### config.mk
export PLATFORM = sky130hd
export DESIGN_NAME = bitstream_packer_flat
export DESIGN_NICKNAME = d
export VERILOG_FILES = /design/src/rtl/bitstream_packer_pkg.sv /design/src/rtl/bitstream_packer_if.sv /design/src/rtl/bitstream_packer_code_inserter.sv /design/src/rtl/bitstream_packer.sv /design/src/flat_wrapper.sv
export SDC_FILE = /design/constraint.sdc
export NUM_CORES = 1
export LEC_CHECK = 0
export CAP_MARGIN = 25
export CORE_UTILIZATION = 57
export DETAILED_ROUTE_END_ITERATION = 12
export GPL_ROUTABILITY_DRIVEN = 0
export PLACE_DENSITY = 0.86
export SLEW_MARGIN = 20
export SYNTH_ARGS = -nofsm -noshare
export SYNTH_HDL_FRONTEND = slang
export SYNTH_SLANG_ARGS = --single-unit
### constraint.sdc
create_clock -name clk_i -period 5.8 [get_ports clk_i]
set_input_delay 0.87 -clock clk_i [delete_from_list [all_inputs] [get_ports clk_i]]
set_output_delay 0.87 -clock clk_i [all_outputs]
set_load 0.01 [all_outputs]
### src/rtl/bitstream_packer_pkg.sv
// Shared definitions for the encoder-side bitstream packer and its decode-side consumers.
package bitstream_packer_pkg;

  localparam int unsigned WordW           = 32;
  localparam int unsigned MaxWordsDefault = 2406;

  // End-of-stream padding word; the decoder matches the same pattern.
  localparam logic [WordW-1:0] PadOnes = 32'hFFFF_FFFF;

  typedef enum logic [1:0] {
    StIdle,
    StPack,
    StFlush,
    StDone
  } state_e;

endpackage

### src/rtl/bitstream_packer_if.sv
// Code handshake from the entropy encoder plus the write port into the encoded bitstream RAM.
interface bitstream_packer_if #(
  parameter int unsigned CODE_W = 16,
  parameter int unsigned A      = 13
);
  import bitstream_packer_pkg::*;

  logic              code_valid_i;
  logic [CODE_W-1:0] code_i;
  logic [4:0]        code_len_i;
  logic              flush_i;
  logic              code_ready_o;
  logic              ram_en_o;
  logic              ram_we_o;
  logic [A-1:0]      ram_addr_o;
  logic [WordW-1:0]  ram_data_o;

  modport master (
    output code_valid_i, code_i, code_len_i, flush_i,
    input  code_ready_o, ram_en_o, ram_we_o, ram_addr_o, ram_data_o
  );

  modport slave (
    input  code_valid_i, code_i, code_len_i, flush_i,
    output code_ready_o, ram_en_o, ram_we_o, ram_addr_o, ram_data_o
  );

endinterface

### src/rtl/bitstream_packer_code_inserter.sv
// Drops a right-aligned code of len_i bits into the accumulator directly below its fill_i
// already-used MSBs.
module bitstream_packer_code_inserter #(
  parameter int unsigned AccW   = 64,
  parameter int unsigned CODE_W = 16
) (
  input  logic [AccW-1:0]   acc_i,
  input  logic [6:0]        fill_i,
  input  logic [CODE_W-1:0] code_i,
  input  logic [4:0]        len_i,
  output logic [AccW-1:0]   acc_o
);

  logic [AccW-1:0] mask;
  logic [AccW-1:0] code_ext;
  logic [7:0]      shamt;

  always_comb begin
    mask     = (AccW'(1) << len_i) - AccW'(1);
    code_ext = AccW'(code_i) & mask;
    // fill + len never exceeds AccW; len 0 at fill 0 shifts by AccW and yields zero.
    shamt    = 8'(AccW) - {1'b0, fill_i} - {3'b000, len_i};
    acc_o    = acc_i | (code_ext << shamt);
  end

endmodule

### src/rtl/bitstream_packer.sv
// Packs variable-length entropy codes MSB-first into 32-bit words written to sequential RAM rows,
// closing the stream with a 1-padded final word.
module bitstream_packer
  import bitstream_packer_pkg::*;
#(
  parameter int unsigned W         = WordW,
  parameter int unsigned CODE_W    = 16,
  parameter int unsigned A         = 13,
  parameter int unsigned MAX_WORDS = MaxWordsDefault
) (
  input  logic               clk_i,
  input  logic               rst_i,
  input  logic               en_i,
  bitstream_packer_if.slave  bus,
  output logic [A:0]         word_count_o,
  output logic               done_o,
  output logic               error_o
);

  state_e         state_q, state_d;
  logic [2*W-1:0] acc_q, acc_d, acc_base;
  logic [6:0]     fill_q, fill_d, fill_base;
  logic [A:0]     word_count_q, word_count_d;
  logic           flush_pend_q, flush_pend_d;
  logic           done_q, done_d;
  logic           error_q, error_d;

  logic           code_ready, accept, len_ok, at_limit;
  logic           emit_req, emit, pad_req, pad_wr, write;
  logic [4:0]     ins_len;
  logic [W-1:0]   wr_data;

  always_comb begin
    code_ready = en_i && (state_q == StPack) && (fill_q <= 7'd48) && !error_q && !flush_pend_q;
    accept     = code_ready && bus.code_valid_i;
    len_ok     = bus.code_len_i <= 5'(CODE_W);
    at_limit   = word_count_q == (A+1)'(MAX_WORDS);
    emit_req   = en_i && (state_q == StPack) && (fill_q >= 7'd32);
    emit       = emit_req && !at_limit;
    pad_req    = en_i && (state_q == StFlush) && (fill_q != 7'd0);
    pad_wr     = pad_req && !at_limit;
    write      = emit || pad_wr;
    ins_len    = (accept && len_ok) ? bus.code_len_i : 5'd0;
    // The word leaving this cycle is shifted out before the new code lands behind the remainder.
    acc_base   = emit ? {acc_q[W-1:0], {W{1'b0}}} : acc_q;
    fill_base  = emit ? (fill_q - 7'd32) : fill_q;
    wr_data    = '0;
    if (emit) begin
      wr_data = acc_q[2*W-1:W];
    end else if (pad_wr) begin
      wr_data = acc_q[2*W-1:W] | (PadOnes >> fill_q);
    end
  end

  bitstream_packer_code_inserter #(
    .AccW   (2*W),
    .CODE_W (CODE_W)
  ) u_code_inserter (
    .acc_i  (acc_base),
    .fill_i (fill_base),
    .code_i (bus.code_i),
    .len_i  (ins_len),
    .acc_o  (acc_d)
  );

  always_comb begin
    state_d      = state_q;
    flush_pend_d = flush_pend_q;
    done_d       = done_q;
    error_d      = error_q;
    fill_d       = fill_base + 7'(ins_len);
    word_count_d = word_count_q + (A+1)'(write);
    if (en_i) begin
      if (bus.flush_i) flush_pend_d = 1'b1;
      if (accept && !len_ok) error_d = 1'b1;
      if (emit_req && at_limit) error_d = 1'b1;
      unique case (state_q)
        StIdle:  state_d = StPack;
        StPack: begin
          if (flush_pend_q && (fill_q < 7'd32) && !accept) state_d = StFlush;
        end
        StFlush: begin
          if (pad_req && at_limit) error_d = 1'b1;
          done_d  = 1'b1;
          state_d = StDone;
        end
        StDone:  state_d = StDone;
      endcase
    end
  end

  always_ff @(posedge clk_i) begin
    if (rst_i) begin
      state_q      <= StIdle;
      acc_q        <= '0;
      fill_q       <= '0;
      word_count_q <= '0;
      flush_pend_q <= 1'b0;
      done_q       <= 1'b0;
      error_q      <= 1'b0;
    end else begin
      state_q      <= state_d;
      acc_q        <= acc_d;
      fill_q       <= fill_d;
      word_count_q <= word_count_d;
      flush_pend_q <= flush_pend_d;
      done_q       <= done_d;
      error_q      <= error_d;
    end
  end

  assign bus.code_ready_o = code_ready;
  assign bus.ram_en_o     = write;
  assign bus.ram_we_o     = write;
  assign bus.ram_addr_o   = word_count_q[A-1:0];
  assign bus.ram_data_o   = wr_data;
  assign word_count_o     = word_count_q;
  assign done_o           = done_q;
  assign error_o          = error_q;

endmodule
### src/flat_wrapper.sv
// flat-port wrapper written by rule: the top's interface ports become plain ports
module bitstream_packer_flat import bitstream_packer_pkg::*;
#(
  parameter int unsigned W         = WordW,
  parameter int unsigned CODE_W    = 16,
  parameter int unsigned A         = 13,
  parameter int unsigned MAX_WORDS = MaxWordsDefault
)
  (clk_i, rst_i, en_i, word_count_o, done_o, error_o, bus_code_valid_i, bus_code_i, bus_code_len_i, bus_flush_i, bus_code_ready_o, bus_ram_en_o, bus_ram_we_o, bus_ram_addr_o, bus_ram_data_o);
  bitstream_packer_if #(.CODE_W(CODE_W), .A(A)) bus_i ();
  input  logic clk_i;
  input  logic rst_i;
  input  logic en_i;
  output logic [A:0] word_count_o;
  output logic done_o;
  output logic error_o;
  input wire logic [$bits(bus_i.code_valid_i)-1:0] bus_code_valid_i;
  input wire logic [$bits(bus_i.code_i)-1:0] bus_code_i;
  input wire logic [$bits(bus_i.code_len_i)-1:0] bus_code_len_i;
  input wire logic [$bits(bus_i.flush_i)-1:0] bus_flush_i;
  output wire logic [$bits(bus_i.code_ready_o)-1:0] bus_code_ready_o;
  output wire logic [$bits(bus_i.ram_en_o)-1:0] bus_ram_en_o;
  output wire logic [$bits(bus_i.ram_we_o)-1:0] bus_ram_we_o;
  output wire logic [$bits(bus_i.ram_addr_o)-1:0] bus_ram_addr_o;
  output wire logic [$bits(bus_i.ram_data_o)-1:0] bus_ram_data_o;
  assign bus_i.code_valid_i = bus_code_valid_i;
  assign bus_i.code_i = bus_code_i;
  assign bus_i.code_len_i = bus_code_len_i;
  assign bus_i.flush_i = bus_flush_i;
  assign bus_code_ready_o = bus_i.code_ready_o;
  assign bus_ram_en_o = bus_i.ram_en_o;
  assign bus_ram_we_o = bus_i.ram_we_o;
  assign bus_ram_addr_o = bus_i.ram_addr_o;
  assign bus_ram_data_o = bus_i.ram_data_o;
  bitstream_packer #(.W(W), .CODE_W(CODE_W), .A(A), .MAX_WORDS(MAX_WORDS)) u_core (.clk_i(clk_i), .rst_i(rst_i), .en_i(en_i), .bus(bus_i), .word_count_o(word_count_o), .done_o(done_o), .error_o(error_o));
endmodule
==> metrics.txt, run 1 <==
Worst Setup Path Type reg -> reg; Die Wd 113 um; Pwr Density 178 nW/um^2; CP Capture Type flip-flop; Critical Path RT 6.00 ns; Total Routing Usage GR 0.370; depth of the worst hold-timing path 2; htree depth 3; Max Slew Vio Count 0; area of the multi-input gates 4720 um^2; clk slew on worst S/H paths 0.07 ns; Longest Clk Path Bufs 2; unrepaired setup endpoints after global routing no; DRC 0; Layout fillers 959; Post-synth EDFFs 0; vias in the first global route 7132; clock sink count 90; Rows 40; post-synthesis net count 1003; Avg Vias per Cell 6.85; post-route minimum period 5.32 ns; Layout Skew 0.00965 ns; Core Area 12000 um^2; Power Total 1.47 mW; ant diodes 0; initial antenna violation count 0; Area after DPL 7970 um^2; Async SR Flop Fraction 0; Worst Reg-to-Reg Cells 20; Final Cycle Share 0.917; CTS tree yes; first-pass GRT wire length 37100 um; Yosys warnings 0; startpoint types flip-flop; clock latency on the worst-skew pair 0.35 ns; initial DRC count 1414; HPWL after DPL 17200 um; Synth Area in Adders 0.0433; Cells after Synth 954; post-route cell area 8260 um^2; Final Hold Viols 0; drt first pass iters 6; # resized after CTS 0; max_cap viols 0; Starting Density 0.585; most common cell after layout, fill and taps aside nor2_1; # nets final 1060; register bit count reported by yosys 90; layout cell share with drive strength beyond 1 0.0827; sequential area share after synthesis 0.258; setup bufs post-CTS 0; vias 7963; P&R area growth vs syn 18.1%; Final Hold Slack 0.446 ns; Lkg Pwr 2.98 nW; setup_tns 0 ns; post-synthesis cell area 6990 um^2; Hold Crit Class reg -> reg; I/O Buffers 89; CTS buffer count 9; Synth Area in Compound Gates 0.281; final WL 23700 um; Unique masters post-synth 88; largest net degree at the start of global routing 73; Die ar. 12700 um^2; Finish-stage setup viols 0; syn_area_per_cell 7.33 um^2; post-DR wirelength/cell 20.4 um; I/O pin count 90; post-synthesis mux area share 0.0340; Post-DRT Antenna Nets 0; Synth Area in Simple Gates 0.286; Die H 113 um; commonest cells after routing, fill and taps aside 142 x nor2_1, 90 x nand2_1, 90 x dfxtp_1, 88 x clkdlybuf4s50_1, 53 x a21oi_1; worst-margin pin slew 0.863 ns; largest family of logic cells by synthesized area simple AND/OR/NAND/NOR gates; post-synthesis xor/xnor area fraction 0.0301; status complete, no violations; top_reg_cell synth dfxtp_1; FF/Latch Area 1800 um^2; Slew HR 0.417; worst endpoint data arrival time 5.52 ns; Clock Tree Root clkbuf_16; worst-path fanout max 12; total gr overflow 0; hold-fix buffers at CTS 0; maximum clock rate 0.188 GHz; worst vdd ir 0.000215 V
[cells by family (layout without fill, tap and decap cells)]
| kind of cell | Yosys count | after routing |
|---|---|---|
| simple gates | 416 | 416 |
| compound gates | 270 | 270 |
| buf+inv | 108 | 170 |
| flops | 90 | 90 |
| xor+xnor | 24 | 24 |
| fa+ha+maj | 23 | 23 |
| mux | 23 | 23 |
[registers in the layout, summed over array words and instances (netlist names)]
register / cells
u_core.acc_q: 64
u_core.state_q: 2
u_core.done_o: 1
u_core.flush_pend_q: 1
u_core.word_count_o: 14
u_core.fill_q: 7
u_core.error_o: 1
[synth_stat cells (4+ instances only)]
cell type | n | area share
buf_4 | 15 | 0.016
buf_1 | 6 | 0.0032
dfxtp_1 | 90 | 0.26
nand2_1 | 90 | 0.048
a32oi_1 | 9 | 0.011
and2_1 | 13 | 0.012
o211ai_1 | 5 | 0.0054
nor2b_1 | 11 | 0.0098
a21o_1 | 7 | 0.0075
and3_1 | 9 | 0.0081
nand3_1 | 47 | 0.034
or3_1 | 11 | 0.0098
mux2i_1 | 20 | 0.029
a31oi_1 | 29 | 0.026
nor4_1 | 14 | 0.013
ha_1 | 21 | 0.038
clkbuf_1 | 54 | 0.029
a21oi_1 | 53 | 0.038
nor3_1 | 31 | 0.022
nand2b_1 | 5 | 0.0045
nor2_1 | 142 | 0.076
nor3b_1 | 5 | 0.0054
a22oi_1 | 16 | 0.017
o31ai_1 | 5 | 0.0054
or4_1 | 4 | 0.0043
xor2_1 | 13 | 0.016
or2_2 | 5 | 0.0045
a41oi_1 | 4 | 0.0050
a22o_1 | 4 | 0.0050
a221oi_1 | 9 | 0.011
o21ai_1 | 4 | 0.0029
xnor2_1 | 11 | 0.014
o22ai_1 | 16 | 0.014
nand4_1 | 10 | 0.0089
a211oi_1 | 21 | 0.023
inv_1 | 29 | 0.016
o21ai_0 | 25 | 0.018
[report_power, final]
| part | switching (mW) | internal [mW] |
|---|---|---|
| registers | 0.00801 | 0.626 |
| logic | 0.180 | 0.0940 |
| clock network | 0.260 | 0.306 |
| total | 0.448 | 1.03 |
[critical path, cell delays in order, from the launching register on]
cell      delay [ns]
dfxtp_1         0.45
or4_4           0.63
o211ai_1        0.18
buf_4           0.22
nand2_1         0.16
nor2_1          0.15
nand2_1         0.10
inv_1           0.11
ha_1            0.13
inv_1           0.04
ha_1            0.21
fa_1            0.45
a211oi_1        0.29
o21a_1          0.23
nor2_1          0.15
nand2_1         0.26
o22ai_1         0.14
a211oi_1        0.55
a21oi_1         0.26
mux2i_1         0.33
o22ai_1         0.14
[per-stage QoR]
step                       util  std cells  setup WS (ns)
after detailed placement  0.666       1147          0.362
after global routing      0.690       1163          0.205
after CTS                 0.690       1163          0.658
final                     0.690       1163          0.483
after floorplan               -        954          0.941
after global placement    0.666       1147          0.444
[worst paths after layout]
kind | start | endpoint | slack (ns)
min reg2reg | u_core.acc_q[25] | u_core.acc_q[25] | 0.45
max reg2reg | u_core.fill_q[1] | u_core.acc_q[18] | 0.48
min | u_core.acc_q[25] | u_core.acc_q[25] | 0.45
max | u_core.fill_q[1] | u_core.acc_q[18] | 0.48
[per-layer routing]
| layer | routed length (um) | vias up | GRT usage |
|---|---|---|---|
| li1 | - | 3653 | - |
| met1 | 9100 | 3577 | 0.471 |
| met2 | 10400 | 644 | 0.575 |
| met3 | 3380 | 89 | 0.121 |
| met4 | 871 | 0 | 0.157 |
| met5 | 0 | - | 0 |
[area by class of cell]
type / count / area share
sequential: 90 / 0.218
multi-input combinational: 756 / 0.572
clock inverter: 6 / 0.00576
tap: 147 / 0.0223
clock buffer: 10 / 0.0289
inverter: 29 / 0.0132
timing repair buffer: 125 / 0.140
No activity file was read; power rests on OpenSTA's default activity.
==> run 2: changes to the inputs <==
- CORE_MARGIN: unset -> 8
==> run 2 against run 1 <==
Worst hold slack better by 0.0062 ns. Count of clock-buffer cells in the layout unchanged. Routed wire length increased by 4.4%. First-iteration DRC count up 13%. Cell count is essentially flat. Maximum frequency fell by 0.25%. Clock power is 2% higher.
==> metrics.txt, run 2 (synthesis gave the netlist of run 1 again) <==
Total Routing Usage GR 0.296 (-0.0737); commonest cells after routing, fill and taps aside 142 x nor2_1, 90 x nand2_1, 90 x dfxtp_1, 88 x clkdlybuf4s50_1, 53 x a21oi_1; worst vdd ir 0.000146 V (-32%); DRC 0 (unchanged); Slew HR 0.438 (+0.0204); layout cell share with drive strength beyond 1 0.0816 (-0.00106); Worst Reg-to-Reg Cells 19 (-5.0%); P&R area growth vs syn 18.3%; HPWL after DPL 18300 um (+6.7%); Clock Tree Root clkbuf_16; CTS tree yes; R2R setup slack 0.47 ns (about the same); initial DRC count 1601 (+13%); setup_tns 0 ns (unchanged); Avg Vias per Cell 6.99 (+2.1%); post-route minimum period 5.33 ns (+0.0132 ns); I/O pin count 90 (unchanged); total gr overflow 0 (unchanged); max reg flops 64 (unchanged); Reg-to-Reg End u_core.acc_q[52]; largest reg by FF count u_core.acc_q; Rows 40 (unchanged); Starting Density 0.582 (-0.00244); Layout fillers 947 (-1.3%); CTS buffer count 9 (unchanged); Pwr Density 180 nW/um^2 (+0.72%); HP Start u_core.acc_q[15]; CP Capture Type flip-flop; Longest Clk Path Bufs 2 (unchanged); # nets final 1062 (+0.19%); # resized after CTS 0 (unchanged); startpoint types flip-flop; vias 8139 (+2.2%); Core Area 12000 um^2 (+0.42%); post-DR wirelength/cell 21.3 um (+4.3%); maximum clock rate 0.188 GHz (-0.25%); clock latency on the worst-skew pair 0.34 ns (about the same); initial antenna violation count 0 (unchanged); Power Total 1.49 mW (+0.86%); area of the multi-input gates 4720 um^2 (about the same); Hold Crit Class reg -> reg; ant diodes 0 (unchanged); htree depth 3 (unchanged); Finish-stage setup viols 0 (unchanged); setup bufs post-CTS 0 (unchanged); clk slew on worst S/H paths 0.06 ns (about the same); critical path capture point u_core.acc_q[52]; I/O Buffers 89 (unchanged); Final Cycle Share 0.919 (+0.00227); first-pass GRT wire length 38800 um (+4.7%); status complete, no violations; clock sink count 90 (unchanged); Worst Setup Path Type reg -> reg; Layout Skew 0.00687 ns (-0.00278 ns); most common cell after layout, fill and taps aside nor2_1; Critical Path RT 5.99 ns (about the same); FF/Latch Area 1800 um^2 (unchanged); final core utilization 0.688 (-0.00194); final WL 24800 um (+4.4%); worst endpoint data arrival time 5.52 ns (about the same); max_cap viols 0 (unchanged); Reg-to-Reg Start u_core.fill_q[2]; unrepaired setup endpoints after global routing no; worst-margin pin slew 0.833 ns (-0.0301 ns); Die ar. 16100 um^2 (+26%); largest net degree at the start of global routing 74 (+1.4%); Lkg Pwr 2.99 nW (+0.25%); Die H 127 um (+12%); Final Hold Viols 0 (unchanged); Final Hold Slack 0.452 ns (+0.00624 ns); Worst Setup SP u_core.fill_q[2]; drt first pass iters 8 (+2); Max Slew Vio Count 0 (unchanged); Area after DPL 7980 um^2 (+0.19%); post-route cell area 8270 um^2 (+0.14%); Die Wd 127 um (+12%); hold-fix buffers at CTS 0 (unchanged); worst-path fanout max 15 (+3); Post-DRT Antenna Nets 0 (unchanged); vias in the first global route 7426 (+4.1%)
## run 2: changes by cell type in the layout (fill, tap and decap cells not counted)
cell       before  now
clkbuf_1        0    1
inv_6           2    0
nand2b_1        4    5
clkbuf_8        1    0
bufinv_16       0    1
clkinv_2        1    2
nand2b_2        1    0
clkinv_4        2    1
buf_4          36   38
## run 2: worst min path at each step
| stage | to | depth (start not counted) |
|---|---|---|
| after CTS | u_core.acc_q[15] | 2 |
| after global routing | u_core.acc_q[15] | 2 |
| after floorplan | u_core.acc_q[25] | 2 |
| after detailed placement | u_core.acc_q[15] | 2 |
| after global placement | u_core.acc_q[25] | 2 |
| final | u_core.acc_q[15] | 2 |
## run 2: critical path, stage by stage (launching register included)
cell and delay (ns):
dfxtp_1 0.48, or4_4 0.59, o211ai_1 0.19, buf_4 0.22, nand2_1 0.17, nor2_1 0.18
nand2_1 0.11, inv_1 0.11, ha_1 0.13, inv_1 0.04, ha_1 0.22, fa_1 0.45
a211oi_1 0.28, o21ai_0 0.16, o21ai_0 0.26, o32ai_1 0.25, a2bb2oi_1 0.60, o22ai_1 0.24
o311ai_0 0.37, a31oi_1 0.14
## run 2: per-layer routing
| metal | up-vias | track usage | routed length (um) |
|---|---|---|---|
| met5 | - | 0 | 0 |
| met4 | 0 | 0.114 | 1020 |
| met3 | 110 | 0.105 | 3850 |
| met2 | 673 | 0.450 | 10600 |
| met1 | 3695 | 0.376 | 9330 |
| li1 | 3661 | - | - |
## run 2: final cells by class
type / count / area share
repair buffers: 127 / 0.142
flip-flops and latches: 90 / 0.218
inverters: 29 / 0.0132
clock buffers: 10 / 0.0277
well taps: 147 / 0.0222
multi-input cells: 756 / 0.571
clock inverters: 5 / 0.00681
## run 2: through the flow
stage / instances / worst slack (ns)
3_5_place_dp: 1149 / 0.368
3_3_place_gp: 1149 / 0.484
2_1_floorplan: 954 / 0.941
4_1_cts: 1164 / 0.727
6_report: 1164 / 0.470
5_1_grt: 1164 / 0.242
## run 2: where the power goes
part | switching (mW) | leakage (nW) | internal, mW
clock | 0.244 | 0.138 | 0.331
combinational | 0.184 | 2.12 | 0.0945
sequential | 0.00774 | 0.726 | 0.626
==> run 3: changes to the inputs <==
- CORE_MARGIN: 8 -> unset
==> results of run 3 <==
No change in the layout: final DEF, timing and power equal those of run 1.
